<file path="config.mk">
export PLATFORM = sky130hd
export DESIGN_NAME = saph_float_stepper_flat
export DESIGN_NICKNAME = d
export VERILOG_FILES = /design/src/rtl/saph_float_stepper_pkg.sv /design/src/rtl/saph_float_stepper_if.sv /design/src/rtl/saph_float_stepper.sv /design/src/flat_wrapper.sv
export SDC_FILE = /design/constraint.sdc
export NUM_CORES = 1
export LEC_CHECK = 0
export CORE_AREA = 2 2 156 158
export CTS_BUF_LIST = sky130_fd_sc_hd__clkbuf_4 sky130_fd_sc_hd__clkbuf_8
export CTS_CLUSTER_SIZE = 24
export DETAILED_ROUTE_END_ITERATION = 6
export DIE_AREA = 0 0 158 160
export REMOVE_ABC_BUFFERS = 1
export SKIP_CTS_REPAIR_TIMING = 1
export SLEW_MARGIN = 5
export SYNTH_ARGS = -nofsm -noshare
export SYNTH_HDL_FRONTEND = slang
export SYNTH_SLANG_ARGS = --single-unit
</file>
<file path="constraint.sdc">
create_clock -name clk -period 3.5 [get_ports clk]
set_clock_uncertainty 0.15 [all_clocks]
set_input_delay 0.525 -clock clk [delete_from_list [all_inputs] [get_ports clk]]
set_output_delay 0.525 -clock clk [all_outputs]
set_load 0.01 [all_outputs]
</file>
<file path="src/rtl/saph_float_stepper_pkg.sv">
// Shared types for the float stepper: lane float type, step-mode and FSM state enums.
package saph_float_stepper_pkg;

    // IEEE-754 single precision, one per lane.
    typedef logic [31:0] float_t;

    typedef enum logic [1:0] {
        STEP_ADD = 2'd0,
        STEP_SUB = 2'd1,
        STEP_MUL = 2'd2
    } step_mode_e;

    typedef enum logic [1:0] {
        ST_IDLE  = 2'd0,
        ST_ISSUE = 2'd1,
        ST_WAIT  = 2'd2,
        ST_DRAIN = 2'd3
    } state_e;

    // Encoding 3 is reserved and behaves as ADD.
    function automatic step_mode_e decode_mode(input logic [1:0] m);
        case (m)
            2'd1:    return STEP_SUB;
            2'd2:    return STEP_MUL;
            default: return STEP_ADD;
        endcase
    endfunction

endpackage

</file>
<file path="src/rtl/saph_float_stepper_if.sv">
// FPU request/response bus between the stepper (master) and the FPU wrapper (slave).
interface saph_float_stepper_if #(
    parameter int unsigned LANES = 2
);
    import saph_float_stepper_pkg::*;

    logic               fpu_req_valid;
    logic               fpu_req_ready;
    logic [1:0]         fpu_req_op;
    float_t [LANES-1:0] fpu_req_a;
    float_t [LANES-1:0] fpu_req_b;
    logic               fpu_resp_valid;
    float_t [LANES-1:0] fpu_resp_res;

    modport master (
        output fpu_req_valid, fpu_req_op, fpu_req_a, fpu_req_b,
        input  fpu_req_ready, fpu_resp_valid, fpu_resp_res
    );

    modport slave (
        input  fpu_req_valid, fpu_req_op, fpu_req_a, fpu_req_b,
        output fpu_req_ready, fpu_resp_valid, fpu_resp_res
    );

endinterface

</file>
<file path="src/rtl/saph_float_stepper.sv">
// Repeatedly applies cur = cur (op) step through an external FPU, one request in flight,
// for a pending step total that callers can append to at any time.
module saph_float_stepper
    import saph_float_stepper_pkg::*;
#(
    parameter int unsigned LANES   = 2,
    parameter int unsigned COUNT_W = 4,
    parameter int unsigned REM_W   = COUNT_W + 2
) (
    input  logic                 clk,
    input  logic                 rst,
    input  logic                 latch,
    input  logic [1:0]           mode,
    input  logic [COUNT_W-1:0]   count,
    input  float_t [LANES-1:0]   init,
    input  float_t [LANES-1:0]   step,
    output float_t [LANES-1:0]   cur,
    output logic                 ready,
    output logic                 done,
    saph_float_stepper_if.master fpu
);

    localparam logic [REM_W-1:0] REM_ONE = REM_W'(1);

    state_e             r_state;
    step_mode_e         r_mode;
    logic [REM_W-1:0]   r_rem;
    float_t [LANES-1:0] r_cur;
    logic               r_req_valid;
    logic               r_done;

    logic               w_retire;
    logic [REM_W-1:0]   w_rem_base;
    logic [REM_W:0]     w_rem_sum;
    logic [REM_W-1:0]   w_rem_next;

    // Latch clears first, a retiring step decrements, then the incoming count is added with saturation.
    always_comb begin
        w_retire = (r_state == ST_WAIT) && fpu.fpu_resp_valid && !latch;
        if (latch) begin
            w_rem_base = '0;
        end else if (w_retire && (r_rem != '0)) begin
            w_rem_base = r_rem - REM_ONE;
        end else begin
            w_rem_base = r_rem;
        end
        w_rem_sum  = {1'b0, w_rem_base} + {{(REM_W + 1 - COUNT_W){1'b0}}, count};
        w_rem_next = w_rem_sum[REM_W] ? '1 : w_rem_sum[REM_W-1:0];
    end

    always_ff @(posedge clk or posedge rst) begin
        if (rst) begin
            r_state     <= ST_IDLE;
            r_mode      <= STEP_ADD;
            r_rem       <= '0;
            r_cur       <= '0;
            r_req_valid <= 1'b0;
            r_done      <= 1'b0;
        end else begin
            r_rem  <= w_rem_next;
            r_done <= 1'b0;
            if (latch) begin
                r_cur  <= init;
                r_mode <= decode_mode(mode);
            end
            case (r_state)
                ST_IDLE: begin
                    if (!latch && (r_rem != '0)) begin
                        r_state     <= ST_ISSUE;
                        r_req_valid <= 1'b1;
                    end
                end
                ST_ISSUE: begin
                    if (latch) begin
                        r_state     <= fpu.fpu_req_ready ? ST_DRAIN : ST_IDLE;
                        r_req_valid <= 1'b0;
                    end else if (fpu.fpu_req_ready) begin
                        r_state     <= ST_WAIT;
                        r_req_valid <= 1'b0;
                    end
                end
                ST_WAIT: begin
                    // A response coinciding with latch is dropped here, so nothing is left to drain.
                    if (latch) begin
                        r_state <= fpu.fpu_resp_valid ? ST_IDLE : ST_DRAIN;
                    end else if (fpu.fpu_resp_valid) begin
                        r_cur <= fpu.fpu_resp_res;
                        if (w_rem_next != '0) begin
                            r_state     <= ST_ISSUE;
                            r_req_valid <= 1'b1;
                        end else begin
                            r_state <= ST_IDLE;
                            r_done  <= 1'b1;
                        end
                    end
                end
                ST_DRAIN: begin
                    if (fpu.fpu_resp_valid) begin
                        r_state <= ST_IDLE;
                    end
                end
                default: begin
                    r_state     <= ST_IDLE;
                    r_req_valid <= 1'b0;
                end
            endcase
        end
    end

    assign cur   = r_cur;
    assign done  = r_done;
    assign ready = (r_state == ST_IDLE) && (r_rem == '0) && !latch;

    assign fpu.fpu_req_valid = r_req_valid;
    assign fpu.fpu_req_op    = r_mode;
    assign fpu.fpu_req_a     = r_cur;
    assign fpu.fpu_req_b     = step;

endmodule

</file>
<file path="src/flat_wrapper.sv">
// flat-port wrapper written by rule: the top's interface ports become plain ports
module saph_float_stepper_flat import saph_float_stepper_pkg::*;
#(
    parameter int unsigned LANES   = 2,
    parameter int unsigned COUNT_W = 4,
    parameter int unsigned REM_W   = COUNT_W + 2
)
  (clk, rst, latch, mode, count, init, step, cur, ready, done, fpu_fpu_req_valid, fpu_fpu_req_op, fpu_fpu_req_a, fpu_fpu_req_b, fpu_fpu_req_ready, fpu_fpu_resp_valid, fpu_fpu_resp_res);
  saph_float_stepper_if #(.LANES(LANES)) fpu_i ();
  input  logic clk;
  input  logic rst;
  input  logic latch;
  input  logic [1:0] mode;
  input  logic [COUNT_W-1:0] count;
  input  float_t [LANES-1:0] init;
  input  float_t [LANES-1:0] step;
  output float_t [LANES-1:0] cur;
  output logic ready;
  output logic done;
  output wire logic [$bits(fpu_i.fpu_req_valid)-1:0] fpu_fpu_req_valid;
  output wire logic [$bits(fpu_i.fpu_req_op)-1:0] fpu_fpu_req_op;
  output wire logic [$bits(fpu_i.fpu_req_a)-1:0] fpu_fpu_req_a;
  output wire logic [$bits(fpu_i.fpu_req_b)-1:0] fpu_fpu_req_b;
  input wire logic [$bits(fpu_i.fpu_req_ready)-1:0] fpu_fpu_req_ready;
  input wire logic [$bits(fpu_i.fpu_resp_valid)-1:0] fpu_fpu_resp_valid;
  input wire logic [$bits(fpu_i.fpu_resp_res)-1:0] fpu_fpu_resp_res;
  assign fpu_fpu_req_valid = fpu_i.fpu_req_valid;
  assign fpu_fpu_req_op = fpu_i.fpu_req_op;
  assign fpu_fpu_req_a = fpu_i.fpu_req_a;
  assign fpu_fpu_req_b = fpu_i.fpu_req_b;
  assign fpu_i.fpu_req_ready = fpu_fpu_req_ready;
  assign fpu_i.fpu_resp_valid = fpu_fpu_resp_valid;
  assign fpu_i.fpu_resp_res = fpu_fpu_resp_res;
  saph_float_stepper #(.LANES(LANES), .COUNT_W(COUNT_W), .REM_W(REM_W)) u_core (.clk(clk), .rst(rst), .latch(latch), .mode(mode), .count(count), .init(init), .step(step), .cur(cur), .ready(ready), .done(done), .fpu(fpu_i));
endmodule
</file>
==> impl_results.md, run 1 <==
* Initial Util at 0.200
* Gate Count Post-Synth at 505
* R2R Path End: u_core.r_state[0]$_DFFE_PP0P_
* Yosys reg bits at 76
* Arrival time worst endpoint at 3.41 ns
* FFs w/ async S/R, synth at 1.00
* Worst setup SP type: register
* Relative slew slack at 0.531
* Sw Share at 0.324
* Hold Path Origin: u_core.fpu.fpu_req_op[0]$_DFFE_PP0P_
* Die area at 0.0253 mm2
* I/O pin count at 400
* GP Congestion at 0.794
* Post-Syn Area per Cell at 9.45 um2
* CTS H-tree depth at 3
* Synth Flop Type: dfrtp_1
* Worst-Skew Late Latency at 0.35 ns
* PnR worst setup slack at 0.186 ns
* Yosys warning count at 0
* Nets at 861
* Hold Path Cell Cnt at 1
* Clk slew on worst S/H paths at 0.08 ns
* Crit share post-route at 0.947
* Vias in the first global route at 4026
* DR DRC count at 0
* Placement Cell Area at 0.00697 mm2
* Mapped cell area at 0.00477 mm2
* Core Area at 0.0238 mm2
* Max Clk Rate at 0.302 GHz
* Average wire per standard cell at 18.8 um
* Final hold vios at 0
* Commonest non-fill, non-tap cell in the layout: clkdlybuf4s50_1
* R2r setup slk at 0.19 ns
* I/O Buffers at 271
* Share of power burned in registers at 0.345
* Leak at 2.92 nW
* Max clock buf depth at 2
* Number of vias per cell at 4.03
* Clk sinks at 76
* Most frequent cells in the layout: clkdlybuf4s50_1 (270), dfrtp_1 (76), nand2_1 (74), o21ai_0 (68), mux2i_1 (66)
* Total gr overflow at 0
* Share of layout cells above drive strength 1 at 0.0656
* Status: finished clean
* # Max-Cap Violations at 0
* Tightest Pin Transition at 0.704 ns
* Post-synth EDFFs at 0
* Worst slack, placed at -0.128 ns
* Layout Cells excl Fill at 979
* Internal Pwr Total at 2.61 mW
* Crit path kind: reg -> reg
* RSZ-0062 raised after global routing: no
* DRT antenna net count at 0
* Comb power frac at 0.438
* Synth cell types at 44
* Initial drt markers at 132
* CP required at 3.60 ns
* Reg2Reg Depth at 14
* Final wirelength at 18400 um
* CP endpoint kind: register
* Peak supply drop at 0.000180 V
* Post-DP HPWL at 14700 um
* Hold Path End: u_core.fpu.fpu_req_op[0]$_DFFE_PP0P_
* CTS tree: yes
* Final core occ at 0.304
* Crit path max fanout at 4
* Post-layout min period at 3.31 ns
* Sequential area share after synthesis at 0.399
* Final setup vio count at 0
* Clock power share at 0.217
* Die width at 158 um
* CTS Buf Count at 9
* First-pass GRT wire length at 25800 um
* Synth-to-Final Area Change at 51.7%
* # rows at 57
* Dpl cells at 964
* Antenna violations before repair at 0
* Largest net degree at the start of global routing at 130
* Global Route Usage Sum at 0.142
* Number of iterations in the first detailed-routing pass at 4
* Final Cell Area at 0.00724 mm2
* Die extent in y at 160 um
* Psw at 1.25 mW
* Reg-to-Reg Start: u_core.r_rem[0]$_DFF_PP0_
* Hold WC Path Type: reg -> reg
* CTS root buffer: clkbuf_8
* Vias at 3950
* Hold slack at 0.358 ns
* N_diodes at 0
* PD cells at 534 mW/mm2
* Pins Over Slew Limit at 0
layer usage:
metal	track usage	vias up	share of wire
met5	0.0377	-	0.0056
met4	0.0422	2	0.015
met3	0.136	24	0.21
met2	0.181	254	0.39
met1	0.163	1816	0.38
li1	-	1854	-
critical path, stage by stage, from the launching register on:
cell and delay [ns]:
dfrtp_1 0.39, inv_1 0.09, ha_1 0.23, nor2b_4 0.14, a21oi_1 0.18, buf_4 0.17, nand2_1 0.07, xor2_1 0.13
nor2_1 0.07, ha_1 0.34, nor2_1 0.06, nor3b_1 0.40, o2111ai_2 0.23, or3_1 0.38, o22a_1 0.18
synthesized netlist by cell type (2+ instances only):
library cell	count	area, um2
nor4_1	2	12.5
a211oi_1	2	15.0
mux2i_1	66	661
nand2_1	74	278
inv_1	8	30.0
buf_1	2	7.51
dfrtp_1	76	1900
or3_1	2	12.5
nor2b_1	4	25.0
nor2_1	11	41.3
a21oi_1	3	15.0
clkbuf_1	19	71.3
nor3_1	3	15.0
ha_1	6	75.1
nor3b_1	2	15.0
buf_4	128	961
xor2_1	3	26.3
o21ai_0	68	340
cells by family (layout without fill, tap and decap cells):
family	after synthesis	count (layout)	share of synthesized area
xor gates and xnor gates	4	4	0.00734
buffers and inverters	159	309	0.228
AOI/OAI and AO/OA	85	85	0.103
and+or+nand+nor	107	107	0.102
muxes	67	67	0.142
adders and majority gates	7	7	0.0199
DFF	76	76	0.399
worst max path at each step:
| stage | slack [ns] | start | to | cells after the start |
|---|---|---|---|---|
| floorplan | 0.24 | latch | u_core.r_state[0]$_DFFE_PP0P_ | 5 |
| global placement | -0.09 | fpu_fpu_resp_valid | u_core.r_state[0]$_DFFE_PP0P_ | 13 |
| detailed placement | -0.13 | fpu_fpu_resp_valid | u_core.r_state[0]$_DFFE_PP0P_ | 13 |
| CTS | -0.02 | u_core.r_rem[0]$_DFF_PP0_ | u_core.r_state[0]$_DFFE_PP0P_ | 12 |
| global route | 0.009 | u_core.r_rem[0]$_DFF_PP0_ | u_core.fpu.fpu_req_valid$_DFFE_PP0P_ | 15 |
| finish | 0.19 | u_core.r_rem[0]$_DFF_PP0_ | u_core.r_state[0]$_DFFE_PP0P_ | 14 |
stage by stage:
stage	TNS, ns	total power, mW
floorplan	0	1.91
global placement	-0.217	3.02
detailed placement	-0.209	3.03
CTS	-0.0166	3.91
global route	0	4.12
finish	0	3.87
power by group through the flow:
stage               clock [mW]  sequential, mW  combinational, mW
floorplan                    0            1.48              0.432
global placement             0            1.35               1.67
detailed placement           0            1.35               1.68
CTS                      0.884            1.34               1.69
global route             0.914            1.37               1.83
finish                   0.838            1.34               1.69
flip-flops by register name, summed over array words and instances, names as in the netlist:
| register | count |
|---|---|
| u_core.fpu.fpu_req_valid | 1 |
| u_core.cur | 64 |
| u_core.fpu.fpu_req_op | 2 |
| u_core.r_state | 2 |
| u_core.r_rem | 6 |
| u_core.done | 1 |
layout make-up:
type | count | area [um2]
tap | 324 | 405
multi-input combinational | 270 | 1810
sequential | 76 | 1900
inverter | 8 | 31.3
timing repair buffer | 286 | 2850
clock inverter | 5 | 100
clock buffer | 10 | 138
fill | 2528 | 16600
(Power assumes the default switching activity.)
==> run 2: changes to the inputs <==
- ABC_AREA: default -> 0
- CORE_AREA: 2 2 156 158 -> 2 2 154 156
- CTS_CLUSTER_SIZE: 24 -> default
- DIE_AREA: 0 0 158 160 -> 0 0 156 158
- clock period: 3.5 -> 4.3 ns (I/O delays scaled with it)
==> impl_results.md, run 2 (synthesized netlist as in run 1, its figures left out) <==
* Most frequent cells in the layout: clkdlybuf4s50_1 (270), dfrtp_1 (76), nand2_1 (74), o21ai_0 (68), mux2i_1 (66)
* CTS tree: yes
* Setup TNS at 0 ns
* Post-layout min period at 3.73 ns
* Post-DP HPWL at 16000 um
* Hold Path End: u_core.fpu.fpu_req_op[0]$_DFFE_PP0P_
* Hold Path Origin: u_core.fpu.fpu_req_op[0]$_DFFE_PP0P_
* Internal Pwr Total at 2.03 mW
* Reg-to-Reg Start: u_core.r_rem[0]$_DFF_PP0_
* Die width at 156 um
* Number of vias per cell at 4.17
* Arrival time worst endpoint at 3.83 ns
* Largest net degree at the start of global routing at 77
* Final Cell Area at 0.00705 mm2
* PnR worst setup slack at 0.569 ns
* Max clock buf depth at 2
* Total gr overflow at 0
* Relative slew slack at 0.543
* Initial Util at 0.207
* Vias at 3901
* Crit share post-route at 0.868
* Die extent in y at 158 um
* I/O pin count at 400
* CTS H-tree depth at 3
* Core Area at 0.0231 mm2
* R2R Path End: u_core.r_state[0]$_DFFE_PP0P_
* Leak at 2.85 nW
* I/O Buffers at 271
* Synth-to-Final Area Change at 47.7%
* Hold WC Path Type: reg -> reg
* Clk sinks at 76
* CP endpoint kind: register
* # Max-Cap Violations at 0
* Share of power burned in registers at 0.358
* Initial drt markers at 161
* Final hold vios at 0
* Crit path kind: in -> reg
* CTS Buf Count at 9
* N_diodes at 0
* Number of iterations in the first detailed-routing pass at 4
* Reg2Reg Depth at 12
* PD cells at 429 mW/mm2
* RSZ-0062 raised after global routing: no
* Max Clk Rate at 0.268 GHz
* Hold slack at 0.341 ns
* Status: finished clean
* Pins Over Slew Limit at 0
* Psw at 0.996 mW
* Share of layout cells above drive strength 1 at 0.0450
* First-pass GRT wire length at 26700 um
* Peak supply drop at 0.000149 V
* Max reg flops at 64
* # rows at 56
* Antenna violations before repair at 1
* Worst slack, placed at 0.246 ns
* Crit path max fanout at 5
* DRT antenna net count at 0
* Hold Path Cell Cnt at 1
* Clock power share at 0.208
* Fill cells at 2411
* Tightest Pin Transition at 0.685 ns
* Vias in the first global route at 3821
* Average wire per standard cell at 20.9 um
* Worst setup SP type: input port
* Worst-Skew Late Latency at 0.35 ns
* Final setup vio count at 0
* Nets at 851
* CTS root buffer: clkbuf_8
* CP required at 4.40 ns
* Sw Share at 0.329
* Comb power frac at 0.434
* Clk slew on worst S/H paths at 0.08 ns
* Commonest non-fill, non-tap cell in the layout: clkdlybuf4s50_1
* Die area at 0.0246 mm2
* R2r setup slk at 0.78 ns
* GP Congestion at 0.830
* Placement Cell Area at 0.00683 mm2
* Final wirelength at 19500 um
* DR DRC count at 0
* Final core occ at 0.306
* Global Route Usage Sum at 0.153
==> run 2: critical path, stage by stage <==
cell,delay [ns]
clkdlybuf4s50_1,0.51
nand4bb_1,0.23
a21oi_1,0.46
nor2_1,0.08
a211oi_1,0.32
ha_1,0.30
a211oi_1,0.34
o21ba_2,0.21
o2111ai_1,0.16
or3_1,0.39
o22a_1,0.17
==> run 2: how the worst max path moves through the flow <==
| stage | start | to | slack, ns | cells past startpoint |
|---|---|---|---|---|
| 2_1_floorplan | latch | u_core.r_state[0]$_DFFE_PP0P_ | 0.92 | 5 |
| 3_3_place_gp | fpu_fpu_resp_valid | u_core.r_state[0]$_DFFE_PP0P_ | 0.31 | 12 |
| 3_5_place_dp | fpu_fpu_resp_valid | u_core.r_state[0]$_DFFE_PP0P_ | 0.25 | 12 |
| 4_1_cts | fpu_fpu_resp_valid | u_core.r_state[0]$_DFFE_PP0P_ | 0.65 | 12 |
| 5_1_grt | fpu_fpu_resp_valid | u_core.r_state[0]$_DFFE_PP0P_ | 0.32 | 12 |
| 6_report | fpu_fpu_resp_valid | u_core.r_state[0]$_DFFE_PP0P_ | 0.57 | 11 |
==> run 2: layout make-up <==
cell class                      count  area, um2  area share
Tap cell                          290        363      0.0515
Inverter                            8       31.3     0.00444
Timing Repair Buffer              276       2750       0.390
Sequential cell                    76       1900       0.270
Multi-Input combinational cell    270       1790       0.254
Clock inverter                      4       73.8      0.0105
Clock buffer                       11        145      0.0206
==> run 2: per-stage QoR <==
| stage | power (mW) | instances |
|---|---|---|
| 2_1_floorplan | 1.56 | 354 |
| 3_3_place_gp | 2.41 | 920 |
| 3_5_place_dp | 2.42 | 920 |
| 4_1_cts | 3.09 | 935 |
| 5_1_grt | 3.23 | 935 |
| 6_report | 3.03 | 935 |
==> run 2: per-layer routing <==
metal / vias up / global-route usage / part of all wire
met4: 4 / 0.0433 / 0.011
li1: 1843 / - / -
met1: 1770 / 0.129 / 0.29
met2: 269 / 0.227 / 0.44
met3: 15 / 0.181 / 0.25
met5: - / 0.0393 / 0.0075
==> run 2: power by group through the flow <==
stage / Sequential (mW) / Combinational [mW] / Clock, mW
3_3_place_gp: 1.10 / 1.31 / 0
5_1_grt: 1.12 / 1.43 / 0.688
3_5_place_dp: 1.10 / 1.32 / 0
6_report: 1.08 / 1.31 / 0.631
2_1_floorplan: 1.21 / 0.351 / 0
4_1_cts: 1.09 / 1.33 / 0.668
==> run 3: changes to the inputs <==
- MAX_ROUTING_LAYER: default -> met4
==> impl_results.md, run 3 (synthesized netlist as in run 1, its figures left out) <==
* Post-layout min period at 3.74 ns
* PD cells at 429 mW/mm2
* Crit path kind: in -> reg
* Max reg flops at 64
* Placement Cell Area at 0.00683 mm2
* CP required at 4.40 ns
* Largest net degree at the start of global routing at 77
* Pins Over Slew Limit at 0
* DR DRC count at 0
* Crit path max-delay family: compound AO/OA/AOI/OAI gates
* Post-DP HPWL at 16000 um
* Leak at 2.85 nW
* I/O Buffers at 271
* DRT antenna net count at 0
* Total gr overflow at 0
* Average wire per standard cell at 20.9 um
* Die area at 0.0246 mm2
* Most frequent cells in the layout: clkdlybuf4s50_1 (270), dfrtp_1 (76), nand2_1 (74), o21ai_0 (68), mux2i_1 (66)
* Number of vias per cell at 4.17
* First-pass GRT wire length at 26600 um
* Crit share post-route at 0.869
* Max Clk Rate at 0.268 GHz
* Psw at 0.996 mW
* Crit path max fanout at 5
* Fill cells at 2412
* CP Buf/Inv Count at 1
* Core Area at 0.0231 mm2
* Die extent in y at 158 um
* Comb power frac at 0.433
* R2R Path End: u_core.r_state[0]$_DFFE_PP0P_
* R2r setup slk at 0.78 ns
* CTS root buffer: clkbuf_8
* Sw Share at 0.329
* CP endpoint kind: register
* Die width at 156 um
* Design Power at 3.03 mW
* Synth-to-Final Area Change at 47.8%
* Setup TNS at 0 ns
* Worst setup SP type: input port
* Number of iterations in the first detailed-routing pass at 4
* Final hold vios at 0
* Vias in the first global route at 3850
* RSZ-0062 raised after global routing: no
* Hold WC Path Type: reg -> reg
* Final Cell Area at 0.00705 mm2
* Share of power burned in registers at 0.358
* Global Route Usage Sum at 0.158
* # rows at 56
* Clk sinks at 76
* GP Congestion at 0.842
* Arrival time worst endpoint at 3.84 ns
* CTS tree: yes
* # Max-Cap Violations at 0
* Relative slew slack at 0.545
* Hold Path Origin: u_core.fpu.fpu_req_op[0]$_DFFE_PP0P_
* Peak supply drop at 0.000148 V
* Max clock buf depth at 2
* Worst-Skew Late Latency at 0.36 ns
* Reg-to-Reg Start: u_core.r_rem[0]$_DFF_PP0_
* Hold Path End: u_core.fpu.fpu_req_op[0]$_DFFE_PP0P_
* Hold Path Cell Cnt at 1
* CP cell instances: clkdlybuf4s50_1 -> nand4bb_1 -> a21oi_1 -> nor2_1 -> a211oi_1 -> ha_1 -> a211oi_1 -> o21ba_2 -> o2111ai_1 -> or3_1 -> o22a_1
* Clk slew on worst S/H paths at 0.08 ns
* Status: finished clean
* Commonest non-fill, non-tap cell in the layout: clkdlybuf4s50_1
* Clock power share at 0.209
* CTS H-tree depth at 3
* I/O pin count at 400
* Tightest Pin Transition at 0.683 ns
* Reg2Reg Depth at 12
* Final setup vio count at 0
* CTS Buf Count at 9
* Internal Pwr Total at 2.03 mW
* Vias at 3902
* Antenna violations before repair at 1
* Most frequent CP cell: a211oi_1
* Final wirelength at 19500 um
* Max incr delay on CP at 0.51 ns
* Worst-path cell with the longest stage delay: clkdlybuf4s50_1
* Initial drt markers at 160
* Final core occ at 0.306
* Share of layout cells above drive strength 1 at 0.0450
* Initial Util at 0.207
* Nets at 851
-- run 3: cell count changes in the layout (fill, tap and decap cells not counted), sizes merged --
cell and delta:
diode +1
-- run 3: through the flow --
step                std cells  worst slack (ns)  hold slack [ns]
floorplan                 354             0.920            0.371
global placement          920             0.308            0.326
detailed placement        920             0.246            0.329
CTS                       935             0.650            0.348
global route              936             0.317            0.373
finish                    936             0.562            0.340
-- run 3: power groups by stage --
| stage | registers [mW] | logic (mW) | clock network, mW |
|---|---|---|---|
| final | 1.08 | 1.31 | 0.632 |
| after global routing | 1.12 | 1.43 | 0.685 |
| after CTS | 1.09 | 1.33 | 0.668 |
| after detailed placement | 1.10 | 1.32 | 0 |
| after global placement | 1.10 | 1.31 | 0 |
| after floorplan | 1.21 | 0.351 | 0 |
-- run 3: worst max-delay path by stage --
stage | start | endpoint | slack, ns | depth (start not counted)
3_3_place_gp | fpu_fpu_resp_valid | u_core.r_state[0]$_DFFE_PP0P_ | 0.31 | 12
4_1_cts | fpu_fpu_resp_valid | u_core.r_state[0]$_DFFE_PP0P_ | 0.65 | 12
3_5_place_dp | fpu_fpu_resp_valid | u_core.r_state[0]$_DFFE_PP0P_ | 0.25 | 12
2_1_floorplan | latch | u_core.r_state[0]$_DFFE_PP0P_ | 0.92 | 5
5_1_grt | fpu_fpu_resp_valid | u_core.r_state[0]$_DFFE_PP0P_ | 0.32 | 12
6_report | fpu_fpu_resp_valid | u_core.r_state[0]$_DFFE_PP0P_ | 0.56 | 11
-- run 3: metal layers --
layer / vias up / track usage / wire length (um)
met3: 13 / 0.176 / 4850
li1: 1841 / - / -
met2: 266 / 0.228 / 8700
met5: - / - / 0
met1: 1782 / 0.135 / 5800
met4: 0 / 0.0424 / 186
-- run 3: cell type report --
type	instances	area, um2	share of cell area
repair buffers	276	2750	0.390
flip-flops and latches	76	1900	0.270
multi-input cells	270	1790	0.254
well taps	290	363	0.0514
clock buffers	11	145	0.0206
clock inverters	4	73.8	0.0105
inverters	8	31.3	0.00443
diodes	1	2.50	0.000355
